### config.mk
export PLATFORM = sky130hd
export DESIGN_NAME = uart_tx_queue
export DESIGN_NICKNAME = d
export VERILOG_FILES = /design/src/rtl/uart_tx_queue.sv
export SDC_FILE = /design/constraint.sdc
export NUM_CORES = 1
export LEC_CHECK = 0
export CORE_AREA = 2 2 112 114
export DETAILED_ROUTE_END_ITERATION = 6
export DIE_AREA = 0 0 114 116
export GPL_TIMING_DRIVEN = 1
export HOLD_SLACK_MARGIN = 0.05
export PLACE_DENSITY = 0.67
export SYNTH_ARGS = -nofsm -noshare
export SYNTH_HDL_FRONTEND = slang
export SYNTH_SLANG_ARGS = --single-unit
### constraint.sdc
create_clock -name clk -period 5 [get_ports clk]
set_input_delay 0.75 -clock clk [delete_from_list [all_inputs] [get_ports clk]]
set_output_delay 0.75 -clock clk [all_outputs]
set_load 0.1 [all_outputs]
### src/rtl/uart_tx_queue.sv
// Byte FIFO feeding the UART transmitter handshake; reports fill level and sticky overflow.
// Optional CR insertion before each LF when UART_TXQ_CRLF_EN is defined.
module uart_tx_queue #(
  parameter int DEPTH = 16,
  parameter int AW    = $clog2(DEPTH)
) (
  input  logic          clk,
  input  logic          reset,
  input  logic [7:0]    wr_data_i,
  input  logic          wr_valid_i,
  output logic          wr_full_o,
  output logic [AW:0]   level_o,
  output logic          overflow_o,
  input  logic          ovf_clear_i,
  output logic [7:0]    tx_data_o,
  output logic          tx_ready_o,
  input  logic          tx_ack_i
);

  localparam logic [AW:0] FULL_LVL = (AW+1)'(DEPTH);

  logic [7:0]    r_mem [DEPTH];
  logic [AW-1:0] r_wr_ptr;
  logic [AW-1:0] r_rd_ptr;
  logic [AW:0]   r_level;
  logic          r_full;
  logic          r_ready;
  logic          r_ovf;

  logic          w_push;
  logic          w_pop;
  logic          w_hs;
  logic [7:0]    w_head;
  logic [AW:0]   w_level_nxt;

  assign w_push = wr_valid_i && !r_full;
  assign w_hs   = r_ready && tx_ack_i;
  assign w_head = r_mem[r_rd_ptr];

`ifdef UART_TXQ_CRLF_EN
  typedef enum logic {PASS, LF_PEND} state_t;
  state_t r_state;

  // An LF at the head is sent twice: first as CR (no pop), then as LF (pop).
  assign w_pop = w_hs && ((r_state == LF_PEND) || (w_head != 8'h0A));

  always_comb begin
    tx_data_o = '0;
    if (r_ready) begin
      if (r_state == LF_PEND)     tx_data_o = 8'h0A;
      else if (w_head == 8'h0A)   tx_data_o = 8'h0D;
      else                        tx_data_o = w_head;
    end
  end

  always_ff @(posedge clk or negedge reset) begin
    if (!reset) begin
      r_state <= PASS;
    end else if (w_hs) begin
      case (r_state)
        PASS:    if (w_head == 8'h0A) r_state <= LF_PEND;
        LF_PEND: r_state <= PASS;
        default: r_state <= PASS;
      endcase
    end
  end
`else
  assign w_pop     = w_hs;
  assign tx_data_o = r_ready ? w_head : '0;
`endif

  always_comb begin
    w_level_nxt = r_level;
    case ({w_push, w_pop})
      2'b10:   w_level_nxt = r_level + (AW+1)'(1);
      2'b01:   w_level_nxt = r_level - (AW+1)'(1);
      default: w_level_nxt = r_level;
    endcase
  end

  always_ff @(posedge clk) begin
    if (w_push) r_mem[r_wr_ptr] <= wr_data_i;
  end

  // Full/ready are registered from the next level so they track level_o exactly.
  always_ff @(posedge clk or negedge reset) begin
    if (!reset) begin
      r_wr_ptr <= '0;
      r_rd_ptr <= '0;
      r_level  <= '0;
      r_full   <= 1'b0;
      r_ready  <= 1'b0;
      r_ovf    <= 1'b0;
    end else begin
      if (w_push) r_wr_ptr <= r_wr_ptr + AW'(1);
      if (w_pop)  r_rd_ptr <= r_rd_ptr + AW'(1);
      r_level <= w_level_nxt;
      r_full  <= (w_level_nxt == FULL_LVL);
      r_ready <= (w_level_nxt != '0);
      if (wr_valid_i && r_full) r_ovf <= 1'b1;
      else if (ovf_clear_i)     r_ovf <= 1'b0;
    end
  end

  assign wr_full_o  = r_full;
  assign level_o    = r_level;
  assign overflow_o = r_ovf;
  assign tx_ready_o = r_ready;

endmodule

==> results.json <==
{
  "stdcell_count": 483,
  "fmax_mhz": 233,
  "crit_arrival_ps": 3540,
  "reg2reg_from": "wr_full_o",
  "io_buffers": 28,
  "maxSlewViolCount": 0,
  "hold_viol_final": 0,
  "finClkSkew_ps": 4.98,
  "grt_overflow": 0,
  "drv_cap": 0,
  "drt-total-wl_um": 10900,
  "ys_warn_count": 0,
  "placementRows": 40,
  "worst_slew_pin_slew_ps": 977,
  "track_usage": 0.182,
  "drtPass1Iterations": 4,
  "synth_edf_count": 128,
  "status": "finished, final reports clean",
  "vias_per_cell": 5.76,
  "initial_core_util": 0.495,
  "wl_per_cell_um": 22.7,
  "coreArea_um2": 11900,
  "post_cts_resized": 0,
  "detail-route-antenna-nets": 0,
  "gp_congestion": 0.786,
  "drt_iter0_markers": 163,
  "grt_pass1_wl_um": 16800,
  "grt_pass1_vias": 2836,
  "die_w_um": 114,
  "final_cell_mix": "128 x edfxtp_1, 40 x mux4_2, 28 x clkdlybuf4s50_1",
  "synth.distinct_cells": 36,
  "hold_buffers": 0,
  "synth_compound_area_frac": 0.0117,
  "synth-xor-area-share": 0.0178,
  "clkTransAtPathRegs_ps": 60,
  "diodes": 0,
  "clk_path_buf_depth": 2,
  "finalNetCount": 346,
  "cts.sinks": 144,
  "antenna_found_initial": 0,
  "fin_hold_ws_ps": 523,
  "setup_tns_ps": 0,
  "start_kind": "flop",
  "critPathRequiredTime_ps": 4250,
  "crit_path_max_fanout": 20,
  "dieArea_um2": 13200,
  "ios": 29,
  "ctsRootBufferMaster": "clkbuf_16",
  "area_delta_synth_final_pct": 16.0,
  "ys_ff_latch": 144,
  "synthArstFlopShare": 0.111,
  "drive_gt1_frac": 0.226,
  "critical_path_class": "flop to primary output",
  "timing.final.crit_period_ps": 4290,
  "syn-cell-area_um2": 5890,
  "setup_viol": 0,
  "syn_area_per_cell_um2": 20.3,
  "slew_headroom": 0.346,
  "yosys.area_share.simple": 0.0546,
  "critPathCaptureType": "primary output",
  "htreeDepth": 4,
  "hold_path.startpoint": "wr_full_o",
  "vias": 2780,
  "synthCells": 291,
  "worstSkewPairLatency_ps": 410,
  "drc": 0,
  "die_height_um": 116,
  "post-place-cells": 453,
  "startpoint": "r_rd_ptr[0]",
  "min_path_type": "flop to flop",
  "cts_setup_buffers": 0,
  "synth_top_family_by_area": "multiplexers",
  "synthAdderAreaFrac": 0.0170,
  "cts_tree": "built",
  "hpwl_um": 6770,
  "synth_ff_type": "edfxtp_1",
  "seq_area_frac_synth": 0.720,
  "grt_max_degree": 35,
  "numCtsBuffers": 17,
  "rsz0062_at_grt": "no",
  "syn_nets": 312,
  "final_common_cell": "edfxtp_1",
  "period_share": 0.857,
  "synth_mux_area_frac": 0.158
}
-- critical path: stages (launching register included) --
cell             delay [ps]
dfrtp_2                 700
buf_12                  270
mux4_2                  530
mux4_2                  470
and2_1                  170
clkdlybuf4s50_1         970
-- cell usage after synthesis (2+ instances only) --
| library cell | n | area (um^2) |
|---|---|---|
| xnor2_1 | 10 | 87.6 |
| and2_1 | 25 | 156 |
| nor4_1 | 2 | 12.5 |
| nand2_1 | 8 | 30.0 |
| xor2_1 | 2 | 17.5 |
| buf_1 | 4 | 15.0 |
| mux4_2 | 40 | 901 |
| buf_4 | 3 | 22.5 |
| a21oi_1 | 3 | 15.0 |
| clkbuf_1 | 4 | 15.0 |
| o21ai_0 | 4 | 20.0 |
| ha_1 | 8 | 100 |
| dfrtp_1 | 16 | 400 |
| and3_1 | 2 | 12.5 |
| mux2_2 | 2 | 22.5 |
| edfxtp_1 | 128 | 3840 |
| nor2_1 | 2 | 7.51 |
| buf_6 | 4 | 45.0 |
| inv_1 | 6 | 22.5 |
| nand4_1 | 2 | 12.5 |
-- final timing paths --
kind                                end  slack [ps]  depth (start not counted)
setup reg to reg             tx_ready_o        1960                         10
hold reg to reg              overflow_o         520                          2
hold / removal               overflow_o         520                          2
setup / recovery           tx_data_o[7]         710                          5
min in group asynchronous    level_o[2]         780                          1
max in group asynchronous   r_rd_ptr[0]        3720                          1
-- through the flow --
stage,cell area (um^2),utilization,setup WS (ps)
final,6840,0.574,714
after global placement,6290,0.528,1100
after floorplan,5890,-,1780
after detailed placement,6290,0.528,1090
after global routing,6840,0.574,553
after CTS,6840,0.574,648
-- layout make-up --
class / count / area [um^2]
fillers: 901 / 5070
flip-flops and latches: 144 / 4250
clock buffers: 17 / 425
well taps: 147 / 184
multi-input cells: 126 / 1530
clock inverters: 13 / 124
inverters: 6 / 22.5
repair buffers: 30 / 308
-- per-layer routing --
| metal | up-vias | wire [um] | track usage |
|---|---|---|---|
| met5 | - | 0 | 0 |
| met4 | 0 | 164 | 0.0764 |
| met3 | 13 | 633 | 0.0455 |
| met2 | 90 | 5420 | 0.281 |
| met1 | 1448 | 4730 | 0.253 |
| li1 | 1229 | - | - |
-- state kept, by name, summed over array words and instances, names as in the netlist --
name / count
r_wr_ptr: 4
r_rd_ptr: 4
tx_ready_o: 1
overflow_o: 1
wr_full_o: 1
level_o: 5
r_mem: 128
-- cell families (layout without fill, tap and decap cells) --
| logic type | after synthesis | count (layout) |
|---|---|---|
| AOI/OAI and AO/OA | 11 | 11 |
| buffers and inverters | 21 | 66 |
| adders and majority gates | 8 | 8 |
| DFF | 144 | 144 |
| xor gates and xnor gates | 12 | 12 |
| muxes | 43 | 43 |
| and+or+nand+nor | 52 | 52 |
Power is not shown: default switching activity piles up to over one toggle a cycle in this logic, so the estimate is an artifact.
